<file path="config.mk">
export PLATFORM = sky130hd
export DESIGN_NAME = mem_bus_arbiter
export DESIGN_NICKNAME = d
export VERILOG_FILES = /design/src/rtl/mem_bus_arbiter_pkg.sv /design/src/rtl/mem_bus_arbiter_watchdog.sv /design/src/rtl/mem_bus_arbiter.sv
export SDC_FILE = /design/constraint.sdc
export NUM_CORES = 1
export LEC_CHECK = 0
export CORE_ASPECT_RATIO = 1.1
export CORE_MARGIN = 2
export CORE_UTILIZATION = 39
export DETAILED_ROUTE_END_ITERATION = 10
export PLACE_DENSITY = 0.8
export SETUP_SLACK_MARGIN = 0.5
export SYNTH_ARGS = -nofsm -noshare
export SYNTH_HDL_FRONTEND = slang
export SYNTH_SLANG_ARGS = --single-unit
</file>
<file path="constraint.sdc">
create_clock -name clk -period 2 [get_ports clk]
set_input_delay 0.4 -clock clk [delete_from_list [all_inputs] [get_ports clk]]
set_output_delay 0.4 -clock clk [all_outputs]
set_load 0.1 [all_outputs]
</file>
<file path="src/rtl/mem_bus_arbiter_pkg.sv">
// Shared CPU defines for the memory bus arbiter: state encoding, word types
// and the bus timeout length used when BUS_TIMEOUT_EN is defined.
package mem_bus_arbiter_pkg;

  typedef logic [31:0] Word_t;
  typedef logic        Bit_t;
  typedef logic [3:0]  Sel_t;

  typedef enum logic [1:0] {
    IDLE = 2'd0,
    DATA = 2'd1,
    INST = 2'd2,
    DONE = 2'd3
  } arb_state_e;

  localparam int unsigned BUS_TIMEOUT_CYCLES = 255;
  localparam int unsigned TIMEOUT_CNT_W      = 8;

  localparam Sel_t  SEL_NONE = 4'b0000;
  localparam Sel_t  SEL_ALL  = 4'b1111;
  localparam Word_t WORD_ZERO = 32'h0000_0000;

  // True while a bus transfer is outstanding and the watchdog should run.
  function automatic Bit_t is_bus_state(input arb_state_e s);
    return (s == DATA) || (s == INST);
  endfunction

endpackage

</file>
<file path="src/rtl/mem_bus_arbiter_watchdog.sv">
// Cycle counter that fires a one-cycle expired pulse once a bus transfer has
// been outstanding for BUS_TIMEOUT_CYCLES cycles; idles at zero otherwise.
module bus_watchdog
  import mem_bus_arbiter_pkg::*;
(
  input  logic clk,
  input  logic rst,
  input  logic active,
  output logic expired
);

  localparam logic [TIMEOUT_CNT_W-1:0] CNT_LAST = TIMEOUT_CNT_W'(BUS_TIMEOUT_CYCLES - 1);

  logic [TIMEOUT_CNT_W-1:0] cnt_q, cnt_d;

  assign expired = active && (cnt_q == CNT_LAST);

  always_comb begin
    cnt_d = '0;
    if (active && !expired) begin
      cnt_d = cnt_q + 1'b1;
    end
  end

  always_ff @(posedge clk) begin
    if (rst) begin
      cnt_q <= '0;
    end else begin
      cnt_q <= cnt_d;
    end
  end

endmodule

</file>
<file path="src/rtl/mem_bus_arbiter.sv">
// Two-master (data over instruction) arbiter onto a single ack-based memory
// bus. Define BUS_TIMEOUT_EN to abort unacknowledged transfers via bus_watchdog.
module mem_bus_arbiter
  import mem_bus_arbiter_pkg::*;
(
  input  logic        clk,
  input  logic        rst,

  input  logic        inst_req_i,
  input  logic [31:0] inst_addr_i,
  output logic [31:0] inst_rdata_o,
  output logic        inst_ready_o,

  input  logic        data_req_i,
  input  logic        data_we_i,
  input  logic [3:0]  data_sel_i,
  input  logic [31:0] data_addr_i,
  input  logic [31:0] data_wdata_i,
  output logic [31:0] data_rdata_o,
  output logic        data_ready_o,

  output logic        bus_req_o,
  output logic        bus_we_o,
  output logic [3:0]  bus_sel_o,
  output logic [31:0] bus_addr_o,
  output logic [31:0] bus_wdata_o,
  input  logic [31:0] bus_rdata_i,
  input  logic        bus_ack_i,

  input  logic        flush_i,
  output logic        stallreq_o,
  output logic        bus_err_o
);

  arb_state_e state_q, state_d;

  Bit_t  bus_req_q, bus_req_d;
  Bit_t  bus_we_q, bus_we_d;
  Sel_t  bus_sel_q, bus_sel_d;
  Word_t bus_addr_q, bus_addr_d;
  Word_t bus_wdata_q, bus_wdata_d;
  Word_t inst_rdata_q, inst_rdata_d;
  Word_t data_rdata_q, data_rdata_d;
  Bit_t  inst_ready_q, inst_ready_d;
  Bit_t  data_ready_q, data_ready_d;
  Bit_t  discard_q, discard_d;
  Bit_t  bus_err_q, bus_err_d;

  Bit_t  bus_timeout;
  Bit_t  bus_done;
  Word_t bus_rdata_eff;

`ifdef BUS_TIMEOUT_EN
  Bit_t wd_expired;

  bus_watchdog u_bus_watchdog (
    .clk     (clk),
    .rst     (rst),
    .active  (is_bus_state(state_q)),
    .expired (wd_expired)
  );

  // A real ack in the expiry cycle wins; the timeout only fires without one.
  assign bus_timeout = wd_expired & ~bus_ack_i;
`else
  assign bus_timeout = 1'b0;
`endif

  assign bus_done      = bus_ack_i | bus_timeout;
  assign bus_rdata_eff = bus_ack_i ? bus_rdata_i : WORD_ZERO;

  // State and all registered outputs.
  always_ff @(posedge clk) begin
    if (rst) begin
      state_q      <= IDLE;
      bus_req_q    <= 1'b0;
      bus_we_q     <= 1'b0;
      bus_sel_q    <= SEL_NONE;
      bus_addr_q   <= WORD_ZERO;
      bus_wdata_q  <= WORD_ZERO;
      inst_rdata_q <= WORD_ZERO;
      data_rdata_q <= WORD_ZERO;
      inst_ready_q <= 1'b0;
      data_ready_q <= 1'b0;
      discard_q    <= 1'b0;
      bus_err_q    <= 1'b0;
    end else begin
      state_q      <= state_d;
      bus_req_q    <= bus_req_d;
      bus_we_q     <= bus_we_d;
      bus_sel_q    <= bus_sel_d;
      bus_addr_q   <= bus_addr_d;
      bus_wdata_q  <= bus_wdata_d;
      inst_rdata_q <= inst_rdata_d;
      data_rdata_q <= data_rdata_d;
      inst_ready_q <= inst_ready_d;
      data_ready_q <= data_ready_d;
      discard_q    <= discard_d;
      bus_err_q    <= bus_err_d;
    end
  end

  always_comb begin
    state_d = state_q;
    unique case (state_q)
      IDLE: begin
        if (data_req_i) begin
          state_d = DATA;
        end else if (inst_req_i) begin
          state_d = INST;
        end
      end
      DATA, INST: begin
        if (bus_done) begin
          state_d = DONE;
        end
      end
      DONE:    state_d = IDLE;
      default: state_d = IDLE;
    endcase
  end

  always_comb begin
    bus_req_d    = bus_req_q;
    bus_we_d     = bus_we_q;
    bus_sel_d    = bus_sel_q;
    bus_addr_d   = bus_addr_q;
    bus_wdata_d  = bus_wdata_q;
    inst_rdata_d = inst_rdata_q;
    data_rdata_d = data_rdata_q;
    inst_ready_d = 1'b0;
    data_ready_d = 1'b0;
    discard_d    = discard_q;
    bus_err_d    = 1'b0;

    unique case (state_q)
      IDLE: begin
        if (data_req_i) begin
          bus_req_d   = 1'b1;
          bus_we_d    = data_we_i;
          bus_sel_d   = data_sel_i;
          bus_addr_d  = data_addr_i;
          bus_wdata_d = data_wdata_i;
        end else if (inst_req_i) begin
          bus_req_d   = 1'b1;
          bus_we_d    = 1'b0;
          bus_sel_d   = SEL_ALL;
          bus_addr_d  = inst_addr_i;
          bus_wdata_d = WORD_ZERO;
          discard_d   = flush_i;
        end
      end
      DATA: begin
        if (bus_done) begin
          bus_req_d    = 1'b0;
          data_rdata_d = bus_rdata_eff;
          data_ready_d = 1'b1;
          bus_err_d    = bus_timeout;
        end
      end
      INST: begin
        if (flush_i) begin
          discard_d = 1'b1;
        end
        if (bus_done) begin
          bus_req_d = 1'b0;
          bus_err_d = bus_timeout;
          discard_d = 1'b0;
          // A flush landing in the completing cycle still kills the fetch.
          if (!(discard_q || flush_i)) begin
            inst_rdata_d = bus_rdata_eff;
            inst_ready_d = 1'b1;
          end
        end
      end
      DONE:    ;
      default: ;
    endcase
  end

  assign bus_req_o    = bus_req_q;
  assign bus_we_o     = bus_we_q;
  assign bus_sel_o    = bus_sel_q;
  assign bus_addr_o   = bus_addr_q;
  assign bus_wdata_o  = bus_wdata_q;
  assign inst_rdata_o = inst_rdata_q;
  assign data_rdata_o = data_rdata_q;
  assign inst_ready_o = inst_ready_q;
  assign data_ready_o = data_ready_q;
  assign bus_err_o    = bus_err_q;

  assign stallreq_o = (inst_req_i & ~inst_ready_q) | (data_req_i & ~data_ready_q);

endmodule

</file>
== Yosys cells after proc, flatten, opt, wreduce, memory -nomap -nowiden ==
Cells that the tools add are included.
W data, S select, Z words.
Word-level totals
  register bits after elaboration: 139
  output and inout port bits: 138
  word-level logic and storage cells: 65
Operators by class
  equal/unequal tests: 8
  mux-type cells: 23
  bitwise logic cells: 9
  reduce and logical (&&, ||, !) cells: 14
Operator list (number)
  $mux W32: 4
  $mux W1: 11
  $mux W4: 2
  $mux W2: 3
  $ne A3 B3 Y1 const B: 2
  $not A1 Y1: 6
  $pmux W2 S3: 1
  $reduce_and A2 Y1: 3
  $reduce_and A3 Y1: 2
  $reduce_bool A2 Y1: 3
  $eq A2 B2 Y1 const B: 2
  $ne A2 B2 Y1 const B: 2
  $pmux W1 S2: 2
  $reduce_and A4 Y1: 1
  $reduce_or A2 Y1: 2
  $reduce_or A3 Y1: 1
  $and A1 B1 Y1: 2
  $eq A2 B1 Y1 const B: 1
  $logic_not A2 Y1: 1
  $ne A2 B1 Y1 const B: 1
  $logic_or A1 B1 Y1: 1
  $or A1 B1 Y1: 1

== Logic depth before layout (Yosys ltp) ==
  word-level depth: 4
  depth in mapped cells: 7
  gate-level depth less buffers: 5

== Least setup slack after synthesis ==
OpenSTA, ideal clock, no wires.
  kind: input to output
  from: input port data_req_i
  to: output port stallreq_o
  arrival time: 2.275 ns
  data required time: 1.600 ns
  slack: -0.675 ns
  stages: 4
  buffers on the path: 2
  cells stage by stage: buf_4 -> buf_4 -> inv_1 -> o22ai_1
Between the ends
  word-level cells in the longest chain between the ends: 2
RTL lines
  from (decl): RTL line mem_bus_arbiter.sv:14  | input logic data_req_i,
  $and A1 B1 Y1: RTL line mem_bus_arbiter.sv:192  | assign stallreq_o = (inst_req_i & ~inst_ready_q) | (data_req_i & ~data_ready_q);
  $or A1 B1 Y1: RTL line mem_bus_arbiter.sv:192
  to (decl): RTL line mem_bus_arbiter.sv:31  | output logic stallreq_o,
No other way between the ends.

== Worst setup path in the final report ==
  from: input port inst_req_i
  to: output port stallreq_o
Between the ends
  word-level cells in the longest chain between the ends: 2
RTL lines
  from (decl): RTL line mem_bus_arbiter.sv:9  | input logic inst_req_i,
  $and A1 B1 Y1: RTL line mem_bus_arbiter.sv:192
  $or A1 B1 Y1: RTL line mem_bus_arbiter.sv:192
No other way between the ends.

==> impl_results.md <==
- Outcome: finished, final reports clean
- Synthesized area per cell: 8.82 sq um
- Clock skew: 0.00565 ns
- Setup TNS: 0 ns
- Post-placement cell count: around 990
- Post-DP HPWL: 10600 um
- Yosys warnings: 0
- Hold buffers post-CTS: 0
- Critical path required time: 1.60 ns
- Skew-Pair Late Insertion Delay: 0.40 ns
- Post-route cell area: roughly 0.0085 sq mm
- Leak: 3.54 nW
- Drt total wl: between 15000 and 20000 um
- Fin crit period: between 1.5 and 2 ns
- Maxcap violations: 0
- Die H: 126 um
- Register area share after synthesis: 0.529
- Final nets: between 900 and 1000
- Flops & latches, synth: about 140
- Worst setup path category: in2out
- Fraction of layout cells with a size suffix above 1: 0.230
- Post-synth EDFFs: 0
- # IOs: between 200 and 300
- Pwr Total: between 10 and 15 mW
- Initial antenna violation count: 0
- Final Hold Fails: 0
- Unrepaired setup endpoints after global routing: yes
- Number of global-route vias before repair: 4900
- Core area: 0.0132 sq mm
- R2r setup slk: around 0.52 ns
- First-pass GRT wire length: 24300 um
- Total GRT Usage: 0.211
- Crit path max fanout: 5
- DRT iter0 DRCs: 255
- Synth cell count leaders: dfxtp_1, nand2_1, nor2_1
- Slew @ Worst Pin: between 0.5 and 0.6 ns
- Area leader, netlist: dfxtp_1
- Ranking of synthesized cells by area: dfxtp_1, nand2_1, mux2i_1
- Post-CTS setup buffer count: 0
- Grt total ovfl: 0
- Final ANT Viol Nets: 0
- Slew headroom: 0.641
- Max frequency: 0.663 GHz
- Via Count: 5142
- CTS Buffer Depth: 2
- Yosys cell types: 30
- Initial Util: 0.398
- Worst slack, placed: 0.147 ns
- Reg clk slew, reported paths: about 0.060 ns
- CTS Buf Count: 17
- Share of the synthesized area in the top cell type: 0.529
- Final Setup Violations: 0
- VDD IR-drop max: slightly above 700 uV
- Residual DRC count: 0
- Number of inserted diodes: 0
- Root Buffer Master: clkbuf_16
- DR pass1 iterations: 7
- Worst path arrival time: 1.11 ns
- Power Density: 1510 mW/mm^2
- Hold Path Class: in2reg
- DIE WIDTH: 115 um
- Net count after synthesis: 740
- CTS H-tree lvls: 4
- Pins Over Slew Limit: 0
- Tcrit/Tclk final: 0.754
- Mapped Cells: around 600
- Post-Syn Area: 0.00526 sq mm
- Asr flop ratio synth: 0
- Sink Count: 139
- P&R area growth vs syn: 61.6%
- Die area: 0.0144 sq mm
- GPL Wtd Cong: a little under 0.8
- Commonest register cell after synthesis: dfxtp_1
- Worst setup margin: 0.493 ns
- CTS tree: done
- Wire per inst: roughly 15 um
- CP Launch Type: primary input
- Largest net degree at the start of global routing: 45
- Most frequent cell after synthesis: dfxtp_1
- Placed Instance Area: 0.00780 sq mm
- PortBufs: 275
- Via density: 5.02
- Cell Rows: 44
- Non-filler instance count after layout: 1025
- Crit end category: output port
==> cells by family after synthesis <==
family	Yosys count	synth area share
simple gates	219	0.164
mux	34	0.0647
other cells	1	0.000713
flops	139	0.529
compound gates	142	0.172
buf+inv	56	0.0573
fa+ha+maj	5	0.0119
==> routing by layer <==
metal | vias up | global-route usage | share of wire
li1 | 2531 | - | -
met4 | 0 | 0.0801 | 0.020
met5 | - | 0 | 0
met2 | 188 | 0.369 | 0.52
met1 | 2401 | 0.243 | 0.39
met3 | 22 | 0.0606 | 0.073
==> area by class of cell <==
class | count | area, sq um
Timing Repair Buffer | 290 | 2710
Sequential cell | 139 | 2790
Clock buffer | 21 | 460
Tap cell | 161 | 201
Fill cell | 1160 | 4710
Multi-Input combinational cell | 401 | 2220
Inverter | 5 | 21.3
Clock inverter | 8 | 96.3
==> final timing paths <==
kind,startpoint,depth (start not counted),end
setup / recovery,inst_req_i,4,stallreq_o
hold / removal,bus_ack_i,3,inst_ready_o$_SDFF_PP0_
setup reg to reg,state_q[0]$_SDFFE_PP0P_,5,bus_req_o$_SDFFE_PP0P_
hold reg to reg,data_rdata_o[26]$_SDFFE_PP0P_,2,data_rdata_o[26]$_SDFFE_PP0P_
==> cells in the final DEF, fill, tap and decap left out, types with 3 or more instances in the layout <==
cell / instances
ha_1: 3
nand2_1: 131
nor3_1: 4
buf_6: 6
nor2_1: 75
clkdlybuf4s50_1: 134
mux2i_1: 34
a21oi_1: 67
a22oi_1: 33
clkbuf_16: 19
clkinv_2: 4
dfxtp_1: 135
buf_4: 135
a211oi_1: 30
dfxtp_2: 4
a211oi_2: 3
buf_12: 9
==> report_power, final <==
part	leakage [nW]	switching, mW	internal [mW]
Combinational	2.12	4.70	1.62
Sequential	1.14	0.257	3.26
Clock	0.274	1.09	1.87
Total	3.54	6.05	6.75
==> metrics by stage <==
| step | hold slack [ns] | util |
|---|---|---|
| after floorplan | 0.420 | - |
| after global placement | 0.442 | 0.590 |
| after detailed placement | 0.447 | 0.590 |
| after CTS | 0.441 | 0.637 |
| after global routing | 0.427 | 0.643 |
| final | 0.392 | 0.643 |
==> critical path, stage by stage <==
cell	delay [ns]
clkdlybuf4s15_2	0.23
inv_1	0.08
o22ai_4	0.19
buf_12	0.20
==> timing repair <==
action | 4_1_cts | 5_1_grt
gates resized for setup | 10 | 13
endpoints found under the setup margin | 71 | 90
cloned | 1 | 2
pin swaps | 1 | 0
==> flip-flops by register name, indices dropped and copies added, names as in the netlist <==
| register | count |
|---|---|
| bus_addr_o | 32 |
| state_q | 2 |
| data_ready_o | 1 |
| discard_q | 1 |
| bus_req_o | 1 |
| bus_sel_o | 4 |
| bus_wdata_o | 32 |
| bus_we_o | 1 |
| inst_rdata_o | 32 |
| inst_ready_o | 1 |
| data_rdata_o | 32 |
Note: power is estimated with default switching activity, not from simulation.
